==> src/rtl/shift_add_mul.sv <==
// Sequential shift-and-add multiplier computing x = q*y + r.
// One multiplier bit is retired per cycle; results are exact in 2*WIDTH bits.
module shift_add_mul #(
    parameter int WIDTH = 32
) (
    input  logic                 clk,
    input  logic                 rst,
    input  logic                 start,
    input  logic [WIDTH-1:0]     y,
    input  logic [WIDTH-1:0]     q,
    input  logic [WIDTH-1:0]     r,
    output logic [2*WIDTH-1:0]   x,
    output logic                 busy,
    output logic                 done
);

    localparam logic [1:0] IDLE    = 2'd0;
    localparam logic [1:0] CALC    = 2'd1;
    localparam logic [1:0] DONE_ST = 2'd2;

    localparam int CW = $clog2(WIDTH);
    localparam logic [CW-1:0] LAST = CW'(WIDTH - 1);

    logic [1:0]         state;
    logic [CW-1:0]      cnt;
    logic [WIDTH-1:0]   ycap;
    logic [2*WIDTH-1:0] acc;
    logic [2*WIDTH-1:0] acc_nxt;
    logic [WIDTH:0]     sum;

    // One step: conditionally add y to the upper half, keep the carry,
    // then shift {carry, upper, lower} right by one.
    always_comb begin
        sum     = {1'b0, acc[2*WIDTH-1:WIDTH]}
                + (acc[0] ? {1'b0, ycap} : '0);
        acc_nxt = {sum, acc[WIDTH-1:1]};
    end

    // Control FSM, operand capture, accumulator and result register.
    always_ff @(posedge clk or posedge rst) begin
        if (rst) begin
            state <= IDLE;
            cnt   <= '0;
            ycap  <= '0;
            acc   <= '0;
            x     <= '0;
        end else begin
            unique case (state)
                IDLE: begin
                    if (start) begin
                        ycap  <= y;
                        acc   <= {r, q};
                        cnt   <= '0;
                        state <= CALC;
                    end
                end
                CALC: begin
                    acc <= acc_nxt;
                    cnt <= cnt + 1'b1;
                    if (cnt == LAST) begin
                        x     <= acc_nxt;
                        state <= DONE_ST;
                    end
                end
                DONE_ST: begin
                    state <= IDLE;
                end
                default: begin
                    state <= IDLE;
                end
            endcase
        end
    end

    assign busy = (state != IDLE);
    assign done = (state == DONE_ST);

endmodule
==> config.mk <==
export PLATFORM = sky130hd
export DESIGN_NAME = shift_add_mul
export DESIGN_NICKNAME = d
export VERILOG_FILES = /design/src/rtl/shift_add_mul.sv
export SDC_FILE = /design/constraint.sdc
export NUM_CORES = 1
export LEC_CHECK = 0
export ABC_AREA = 1
export BUFFER_PORTS_ARGS = -buffer_cell sky130_fd_sc_hd__buf_2
export CORE_ASPECT_RATIO = 0.7
export CORE_MARGIN = 2
export CORE_UTILIZATION = 50
export CTS_CLUSTER_SIZE = 28
export DETAILED_ROUTE_END_ITERATION = 10
export GPL_TIMING_DRIVEN = 1
export PLACE_DENSITY = 0.73
export SYNTH_ARGS = -nofsm -noshare
export SYNTH_HDL_FRONTEND = slang
export SYNTH_SLANG_ARGS = --single-unit
==> constraint.sdc <==
create_clock -name clk -period 7.36 [get_ports clk]
set_input_delay 1.472 -clock clk [delete_from_list [all_inputs] [get_ports clk]]
set_output_delay 1.472 -clock clk [all_outputs]
set_load 0.005 [all_outputs]
# After elaboration in Yosys (flattened, before gate mapping)
# Cells that the tools add are included.
dict set report word_totals {
  inputBits 99
  output_inout_bits 66
  regBits 167
}
dict set report op_classes {
  addsub 2
  n_eq_ne 5
  mux 8
  reduce_logical 7
}
# operator count
set op_table {}
lappend op_table {{case mux 64 bit (2 select lines)} 1}
lappend op_table {{two-way mux 64 bit} 1}
lappend op_table {{adder 32 x 32 -> 33 bit} 1}
lappend op_table {{two-way mux 32 bit} 1}
lappend op_table {{case mux 5 bit (2 select lines)} 1}
lappend op_table {{AND reduction 2 bit} 4}
lappend op_table {{adder 5 x 1 -> 5 bit (second input constant)} 1}
lappend op_table {{equality test 5 bit (second input constant)} 1}
lappend op_table {{two-way mux 5 bit} 1}
lappend op_table {{two-way mux 2 bit} 2}
lappend op_table {{inequality test 2 bit (second input constant)} 2}
lappend op_table {{case mux 2 bit (2 select lines)} 1}
lappend op_table {{nonzero test 2 bit} 2}
lappend op_table {{equality test 2 x 1 -> 1 bit (second input constant)} 1}
lappend op_table {{equality test 2 bit (second input constant)} 1}
lappend op_table {{logical NOT 2 bit} 1}

# Depth between registers and ports, before layout
# Gate-level depths: netlist of run 1.
dict set report logic_depth {
  depth_word 3
  ltp_mapped 17
  mapped_depth_nobuf 15
}

# Least setup slack after synthesis of run 1
# No wires, ideal clock.
dict set report synth_path {
  path_kind {register to output}
  from {reg state[0]}
  to {out busy}
  path_stages_with_launch 5
  setup_slack_ns 4.877
  required_time_ns 5.888
  t_arrival_ns 1.011
  path_buffers 2
  path_cell_list {dfrtp_1 > nor2_4 > buf_2 > buf_2 > inv_1}
}
dict set report synth_via {
  elab_chain_len 1
}
# element line
set synth_rtl {}
lappend synth_rtl {{from (decl)} 24} ;# logic [1:0] state;
lappend synth_rtl {{from (signal assigned)} 42} ;# state <= IDLE;
lappend synth_rtl {{from (signal assigned)} 54} ;# state <= CALC;
lappend synth_rtl {{from (signal assigned)} 62} ;# state <= DONE_ST;
lappend synth_rtl {{nonzero test 2 bit} 75} ;# assign busy = (state != IDLE);
lappend synth_rtl {{to (decl)} 13} ;# output logic busy,
# No other way between the ends.

# Worst setup path in the final report of run 1
dict set report layout_path {
  from {in start}
  to {reg acc[58]}
}
dict set report layout_via {
  elab_chain_len 2
}
# element line
set layout_rtl {}
lappend layout_rtl {{from (decl)} 8} ;# input logic start,
lappend layout_rtl {{inequality test 2 bit (no line)} n/a}
lappend layout_rtl {{AND reduction 2 bit (no line)} n/a}
lappend layout_rtl {{to (signal assigned)} 52} ;# acc <= {r, q};
lappend layout_rtl {{to (signal assigned)} 58} ;# acc <= acc_nxt;
lappend layout_rtl {{to (decl)} 27} ;# logic [2*WIDTH-1:0] acc;
# No other way between the ends.
# A chain may end at the register's enable or synchronous reset.

==> Flow_metrics.wiki, run 1 <==
{| class="wikitable"
! Metric !! Value
|-
| Class of the tightest hold or removal check || reg2reg
|-
| Switching share of total power || 46.8%
|-
| Wire length per cell || 15.1 µm
|-
| CP Class || in2reg
|-
| Number of flip-flops and latches in the synthesized netlist || 167
|-
| Maximum number of pins on one net before global-route repair || 99
|-
| Port Buffer Count || 164
|-
| Library cells used by synthesis || 32
|-
| Combined area of all synthesized cells || 9290 µm²
|-
| Number of nets produced by synthesis || 1,345
|-
| Cell with the most instances after synthesis || nand2_1
|-
| Die height || 118 µm
|-
| Cells traversed along the worst timing path || buf_2, nand2_2, buf_4, nand2_2, inv_2, buf_4, a32o_1, inv_1, nand2_1
|-
| Kind of end point of the critical path || register
|-
| Core Footprint || 18,100 µm²
|-
| Number of clock sinks seen by CTS || 167
|-
| Worst Path Max Fanout || 67
|-
| Max transition margin || 34.2%
|-
| Area fraction in compound gates after synthesis || 9.14%
|-
| First-pass DRT Iterations || 5
|-
| Post-synthesis mux area share || 3.88%
|-
| Global placement routability congestion || 0.922
|-
| Critical path data required time || 7.73 ns
|-
| Clock Path Buffers || 2
|-
| Sum of routed wire length over all layers || 24.2 mm
|-
| Area fraction in and, or, nand and nor cells after synthesis || 25.3%
|-
| Reg2Reg Setup Slack || 3.93 ns
|-
| Reg clk slew, reported paths || 0.07 ns
|-
| Vias/cell || 5.12
|-
| Number of buffers inserted by hold repair at cts || 0
|-
| Combinational power share || 55.1%
|-
| Number of pins exceeding their max-slew limit in the final report || 0
|-
| Total number of vias || 8,218
|-
| Leading post-synthesis cells by cell area || dfrtp_1, nand2_1, inv_1
|-
| Worst Setup Start Kind || primary input
|-
| Family of cells with the greatest summed delay on the critical path || buffers and inverters
|-
| Total routing resource utilization after global routing || 25.3%
|-
| Final setup slack of the worst path || 3.52 ns
|-
| Max Clock Freq || 260 MHz
|-
| Fin crit share || 52.2%
|-
| Slowest library cell on the worst path || buf_4
|-
| Mean cell area of the mapped netlist || 7.67 µm²
|-
| Post-synthesis cell type with the largest combined area || dfrtp_1
|-
| Number of instances in the synthesized netlist || 1,211
|-
| Arrival time reported for the critical path endpoint || 4.22 ns
|-
| Clock share of power || 16.4%
|-
| Prevailing post-synth register cell || dfrtp_1
|-
| Estimated wirelength of the detail-placed design || 17.4 mm
|-
| Row cnt || 41
|-
| Final global-route overflow total || 0
|-
| Count of max-cap constraint violations || 0
|-
| Total negative slack || 0 ns
|-
| Total setup buffers inserted after CTS || 0
|-
| EDFF count, synth || 0
|-
| Count of antenna diodes in the layout || 0
|-
| Internal power consumption || 2.89 mW
|-
| Proportion of layout cells with a drive suffix above 1 || 17.5%
|-
| Peak VDD IR || 195 µV
|-
| Number of global-route vias before repair || 7,966
|-
| Filler instances || 1,732
|-
| Pre-CTS setup slack || 3.10 ns
|-
| DRC violation count after routing || 0
|-
| Combinational family with the most area after synthesis || simple AND/OR/NAND/NOR gates
|-
| Number of standard cells in the layout, taps in and fillers out || 1,604
|-
| Setup repair after global routing missed its margin || false
|-
| Buffer type at the clock tree root || clkbuf_16
|-
| Transition time of the tightest slew-check pin || 0.985 ns
|-
| H-Tree Level Count || 4
|-
| Global-route wire length before repair || 40.1 mm
|-
| Switching power of the nets || 2.55 mW
|-
| CTS Buf Count || 17
|-
| Total Die Area || 19,700 µm²
|-
| Remaining antenna violation count || 0
|-
| Synth async-reset ratio || 100%
|-
| Status || finished, final reports clean
|-
| Violation count after the first detailed-route iteration || 626
|-
| Post-CTS resize count || 0
|-
| Post-synthesis share of cell area spent on full adders, half adders and majority gates || 4.80%
|-
| Number of cells after detailed placement || 1,572
|-
| Insertion delay to the later sink of the worst-skew pair || 0.44 ns
|-
| Final setup violating endpoints || 0
|-
| X dimension of the die || 167 µm
|-
| Total of warnings raised by yosys || 0
|-
| I/O pin count || 165
|-
| Critical Path Max Stage Delay || 0.68 ns
|-
| Cell types with the highest counts after synthesis || nand2_1, inv_1, dfrtp_1
|-
| Sequential share of the synthesized area || 45.0%
|-
| CTS tree || built
|-
| Power density over cell area || 504 nW/µm²
|-
| Portion of total power attributed to sequential cells || 28.5%
|-
| Layout overhead on the synthesized area || 16.3%
|-
| Buf/Inv on CP || 5
|-
| Number of nets in the final layout || 1,489
|-
| Number of antenna violations at the first check in global routing || 0
|-
| Fraction of synthesized cell area in xor and xnor cells || 1.41%
|-
| Effective utilization at floorplan || 51.3%
|-
| Top cell type's share of synthesized area || 45.0%
|-
| Leakage power of the design || 6.18 nW
|-
| Skew final || 0.0150 ns
|-
| Time the worst path needs with I/O delays and setup || 3.84 ns
|-
| Hold Vio Cnt, Final || 0
|}
## worst paths after layout
kind / from / endpoint / cells past startpoint
setup / recovery: start / acc[58]$_DFFE_PP0P_ / 9
hold / removal: x[27]$_DFFE_PP0P_ / x[27]$_DFFE_PP0P_ / 2
setup reg to reg: state[1]$_DFFE_PP0P_ / x[55]$_DFFE_PP0P_ / 6
hold reg to reg: x[27]$_DFFE_PP0P_ / x[27]$_DFFE_PP0P_ / 2
max in group asynchronous: rst / acc[53]$_DFFE_PP0P_ / 3
min in group asynchronous: rst / x[27]$_DFFE_PP0P_ / 2
## metal layers
metal	vias to the layer above	global-route usage (%)	routed length [µm]
met1	3840	38.2	12300
met5	-	0	0
met2	227	37.8	10300
li1	4128	-	-
met3	23	4.17	1350
met4	0	6.73	293
## cell type report
type	instances	area, µm²	share of cell area [%]
well taps	236	295	2.73
inverters	197	744	6.89
clock inverters	13	134	1.24
flip-flops and latches	167	4180	38.7
repair buffers	169	858	7.95
clock buffers	19	453	4.19
multi-input cells	803	4140	38.3
## state kept, by name, summed over array words and instances (netlist names)
name	flops
x	64
cnt	5
acc	64
ycap	32
state	2
## logic make-up (layout without fill, tap and decap cells)
group / count (synthesis) / count (layout)
muxes: 32 / 32
buffers and inverters: 241 / 398
DFF: 167 / 167
xor gates and xnor gates: 15 / 15
adders and majority gates: 35 / 35
AOI/OAI and AO/OA: 144 / 144
and+or+nand+nor: 577 / 577
## worst register-to-register path, cell delays in order, from the launching register on
cell,delay [ns]
dfrtp_1,0.44
nor2_4,0.79
nand2_2,0.71
buf_4,0.53
inv_2,0.58
nand3_1,0.22
nand2_1,0.10
## power by group through the flow
stage / sequential [mW] / clock, mW / combinational (mW)
after global placement: 1.55 / 0 / 2.89
after floorplan: 1.50 / 0 / 2.26
after CTS: 1.55 / 0.909 / 2.98
after global routing: 1.60 / 0.946 / 3.43
after detailed placement: 1.56 / 0 / 2.97
final: 1.55 / 0.892 / 3.00
## cells in the final DEF (no fill, tap or decap), drive strengths merged
master | Yosys | routed
mux2 | 32 | 32
a22o | 2 | 2
nand4 | 4 | 4
a21oi | 55 | 55
inv | 197 | 203
o22ai | 34 | 34
o21ai | 35 | 35
o21bai | 2 | 2
nand2 | 413 | 413
ha | 34 | 34
clkbuf | 18 | 19
xor2 | 13 | 13
clkinv | 0 | 5
nand3b | 2 | 2
bufinv | 0 | 1
buf | 26 | 169
nand3 | 101 | 101
nor2 | 50 | 50
a21o | 1 | 1
nor3 | 2 | 2
and2 | 3 | 3
clkinvlp | 0 | 1
or2 | 2 | 2
a32o | 13 | 13
fa | 1 | 1
xnor2 | 2 | 2
o211ai | 2 | 2
dfrtp | 167 | 167
## through the flow
| step | hold WS [ns] | area [µm²] | power, mW | util, % |
|---|---|---|---|---|
| after global routing | 0.494 | 10800 | 5.97 | 59.6 |
| after CTS | 0.482 | 10800 | 5.44 | 59.6 |
| final | 0.480 | 10800 | 5.44 | 59.6 |
| after global placement | 0.459 | 10200 | 4.44 | 56.4 |
| after floorplan | 0.464 | 9290 | 3.76 | - |
| after detailed placement | 0.461 | 10200 | 4.52 | 56.4 |
(Power assumes the default switching activity.)
==> run 2: changes to the inputs <==
ABC_AREA = 0   (was 1)
PLACE_DENSITY = 0.76   (was 0.73)
clock period = 3.3 ns   (was 7.36 ns; I/O delays follow)
==> Flow_metrics.wiki, run 2 <==
{| class="wikitable"
! Metric !! Value
|-
| Layout overhead on the synthesized area || 21.1%
|-
| Max Clock Freq || 311 MHz
|-
| Placed standard-cell area || 9270 µm²
|-
| Number of instances in the synthesized netlist || 846
|-
| Combinational power share || 47.7%
|-
| Core Footprint || 16,200 µm²
|-
| Most common library cell in the layout ignoring fill and taps || dfrtp_1
|-
| Proportion of layout cells with a drive suffix above 1 || 27.5%
|-
| Insertion delay to the later sink of the worst-skew pair || 0.43 ns
|-
| Number of nets in the final layout || 1,135
|-
| Max transition margin || 49.9%
|-
| Prevailing post-synth register cell || dfrtp_1
|-
| Port Buffer Count || 164
|-
| Mean cell area of the mapped netlist || 9.77 µm²
|-
| Worst Setup Start Kind || register
|-
| Final setup slack of the worst path || 0.0866 ns
|-
| Die height || 112 µm
|-
| Final setup violating endpoints || 0
|-
| Reg clk slew, reported paths || 0.07 ns
|-
| Pre-CTS setup slack || 0.0662 ns
|-
| I/O pin count || 165
|-
| Number of buffers inserted by hold repair at cts || 0
|-
| Switching power of the nets || 4.47 mW
|-
| CP Class || reg2reg
|-
| Class of the tightest hold or removal check || in2async
|-
| Post-synthesis cell type with the largest combined area || dfrtp_1
|-
| Transition time of the tightest slew-check pin || 0.752 ns
|-
| Hold Vio Cnt, Final || 0
|-
| Sum of routed wire length over all layers || 20.9 mm
|-
| Area taken by flip-flops and latches || 4180 µm²
|-
| Row cnt || 39
|-
| CTS tree || built
|-
| Cell types with the highest counts after synthesis || dfrtp_1, nand2_1, nor2_1
|-
| Arrival time reported for the critical path endpoint || 3.52 ns
|-
| Filler instances || 1,387
|-
| Cells traversed along the worst timing path || and2_4, ha_4, fa_2, a21o_1, nand4_2, a311oi_2, nor3_2, o311ai_4, o31a_4, a311oi_4, o21a_1, o31ai_1
|-
| Highest-count cells in the layout ignoring fill and taps || dfrtp_1, buf_2, nand2_1, nor2_1, o21ai_0
|-
| Estimated wirelength of the detail-placed design || 14.2 mm
|-
| Sequential share of the synthesized area || 50.6%
|-
| Number of clock sinks seen by CTS || 167
|-
| Violation count after the first detailed-route iteration || 442
|-
| H-Tree Level Count || 4
|-
| Total of warnings raised by yosys || 0
|-
| First-pass DRT Iterations || 5
|-
| Slowest library cell on the worst path || dfrtp_1
|-
| EDFF count, synth || 0
|-
| Layout Cell Area excl Fill || 10,000 µm²
|-
| Critical Path Max Stage Delay || 0.39 ns
|-
| Number of global-route vias before repair || 6,592
|-
| Clock Path Buffers || 2
|-
| Fin util || 61.6%
|-
| Skew final || 0.00982 ns
|-
| Buf/Inv on CP || 0
|-
| Internal power consumption || 6.36 mW
|-
| Final global-route overflow total || 0
|-
| DRC violation count after routing || 0
|-
| Switching share of total power || 41.2%
|-
| Fin crit share || 97.4%
|-
| Portion of total power attributed to sequential cells || 32.7%
|-
| Global-route wire length before repair || 33.9 mm
|-
| Count of antenna diodes in the layout || 0
|-
| Number of pins exceeding their max-slew limit in the final report || 0
|-
| Wire length per cell || 16.8 µm
|-
| Total Die Area || 17,600 µm²
|-
| Synth async-reset ratio || 100%
|-
| X dimension of the die || 158 µm
|-
| Top cell type's share of synthesized area || 50.6%
|-
| Clock share of power || 19.6%
|-
| CTS Buf Count || 17
|-
| Kind of end point of the critical path || register
|-
| Total number of vias || 6,779
|-
| Family of cells with the greatest summed delay on the critical path || compound AO/OA/AOI/OAI gates
|-
| Vias/cell || 5.47
|-
| Leading post-synthesis cells by cell area || dfrtp_1, nand2_1, ha_1
|-
| Cell with the most instances after synthesis || dfrtp_1
|-
| Buffer type at the clock tree root || clkbuf_16
|-
| Leakage power of the design || 4.97 nW
|-
| Remaining antenna violation count || 0
|-
| Area of the multi-input gates || 3910 µm²
|-
| Number of nets produced by synthesis || 980
|-
| Number of antenna violations at the first check in global routing || 1
|-
| Worst Path Max Fanout || 3
|-
| Library cells used by synthesis || 52
|-
| Power density over cell area || 1080 nW/µm²
|-
| Time the worst path needs with I/O delays and setup || 3.21 ns
|-
| Global placement routability congestion || 0.936
|-
| Registers with the highest flip-flop counts || acc (64), x (64), ycap (32)
|-
| Total routing resource utilization after global routing || 24.5%
|-
| Combined area of all synthesized cells || 8270 µm²
|-
| Status || finished, final reports clean
|-
| Maximum number of pins on one net before global-route repair || 112
|-
| Critical path data required time || 3.61 ns
|-
| Count of max-cap constraint violations || 0
|-
| Number of flip-flops and latches in the synthesized netlist || 167
|-
| Effective utilization at floorplan || 50.9%
|-
| Peak VDD IR || 400 µV
|}
[run 2: worst reg2reg max path: stages (launching register included)]
cell and delay (ns):
dfrtp_1 0.39, and2_4 0.17, ha_4 0.16, fa_2 0.37, a21o_1 0.20, nand4_2 0.09
a311oi_2 0.13, nor3_2 0.33, o311ai_4 0.14, o31a_4 0.39, a311oi_4 0.39, o21a_1 0.24
o31ai_1 0.10
[run 2: routing by layer]
| metal | vias to the layer above | routed length, µm | global-route usage [%] |
|---|---|---|---|
| met5 | - | 11 | 0 |
| met4 | 2 | 280 | 6.67 |
| met3 | 27 | 1500 | 6.73 |
| met2 | 210 | 9010 | 35.3 |
| met1 | 3277 | 10100 | 36.3 |
| li1 | 3263 | - | - |
[run 2: cells by family (layout without fill, tap and decap cells)]
family | count (synthesis) | after routing | share of synthesized area, %
and+or+nand+nor | 310 | 310 | 16.2
AOI/OAI and AO/OA | 218 | 218 | 17.0
DFF | 167 | 167 | 50.6
buffers and inverters | 54 | 222 | 3.28
adders and majority gates | 35 | 35 | 5.39
muxes | 33 | 33 | 4.50
xor gates and xnor gates | 29 | 29 | 3.07
[run 2: stage by stage]
| stage | setup TNS [ns] | hold slack (ns) | instances | power (mW) |
|---|---|---|---|---|
| floorplan | 0 | 0.437 | 846 | 7.05 |
| global placement | 0 | 0.450 | 1204 | 8.36 |
| detailed placement | 0 | 0.455 | 1204 | 8.48 |
| CTS | 0 | 0.404 | 1236 | 10.7 |
| global route | -0.0420 | 0.409 | 1239 | 11.7 |
| finish | 0 | 0.375 | 1239 | 10.8 |
[run 2: repair_timing]
action                                  in CTS  in global routing
gates resized for setup                      0                 17
setup buffers                                0                  3
endpoints found under the setup margin       0                 18
[run 2: area by class of cell]
| class | count | area share [%] |
|---|---|---|
| sequential | 167 | 41.7 |
| multi-input combinational | 625 | 39.1 |
| timing repair buffer | 183 | 9.82 |
| clock buffer | 18 | 4.39 |
| tap | 225 | 2.81 |
| clock inverter | 14 | 1.87 |
| inverter | 7 | 0.300 |
[run 2: power by group through the flow]
stage / logic (mW) / registers (mW) / clock network [mW]
2_1_floorplan: 3.64 / 3.42 / 0
3_3_place_gp: 4.83 / 3.53 / 0
3_5_place_dp: 4.94 / 3.54 / 0
4_1_cts: 4.97 / 3.53 / 2.16
5_1_grt: 5.77 / 3.65 / 2.25
6_report: 5.17 / 3.54 / 2.12
[run 2: worst paths after layout]
kind | from | to | slack [ns] | depth (start not counted)
setup reg to reg | ycap[0]$_DFFE_PP0P_ | acc[63]$_DFFE_PP0P_ | 0.09 | 12
hold reg to reg | ycap[30]$_DFFE_PP0P_ | ycap[30]$_DFFE_PP0P_ | 0.47 | 2
hold / removal | rst | ycap[10]$_DFFE_PP0P_ | 0.38 | 3
min in group clk | y[31] | ycap[31]$_DFFE_PP0P_ | 0.42 | 3
max in group asynchronous | rst | ycap[28]$_DFFE_PP0P_ | 2.28 | 3
setup / recovery | ycap[0]$_DFFE_PP0P_ | acc[63]$_DFFE_PP0P_ | 0.09 | 12
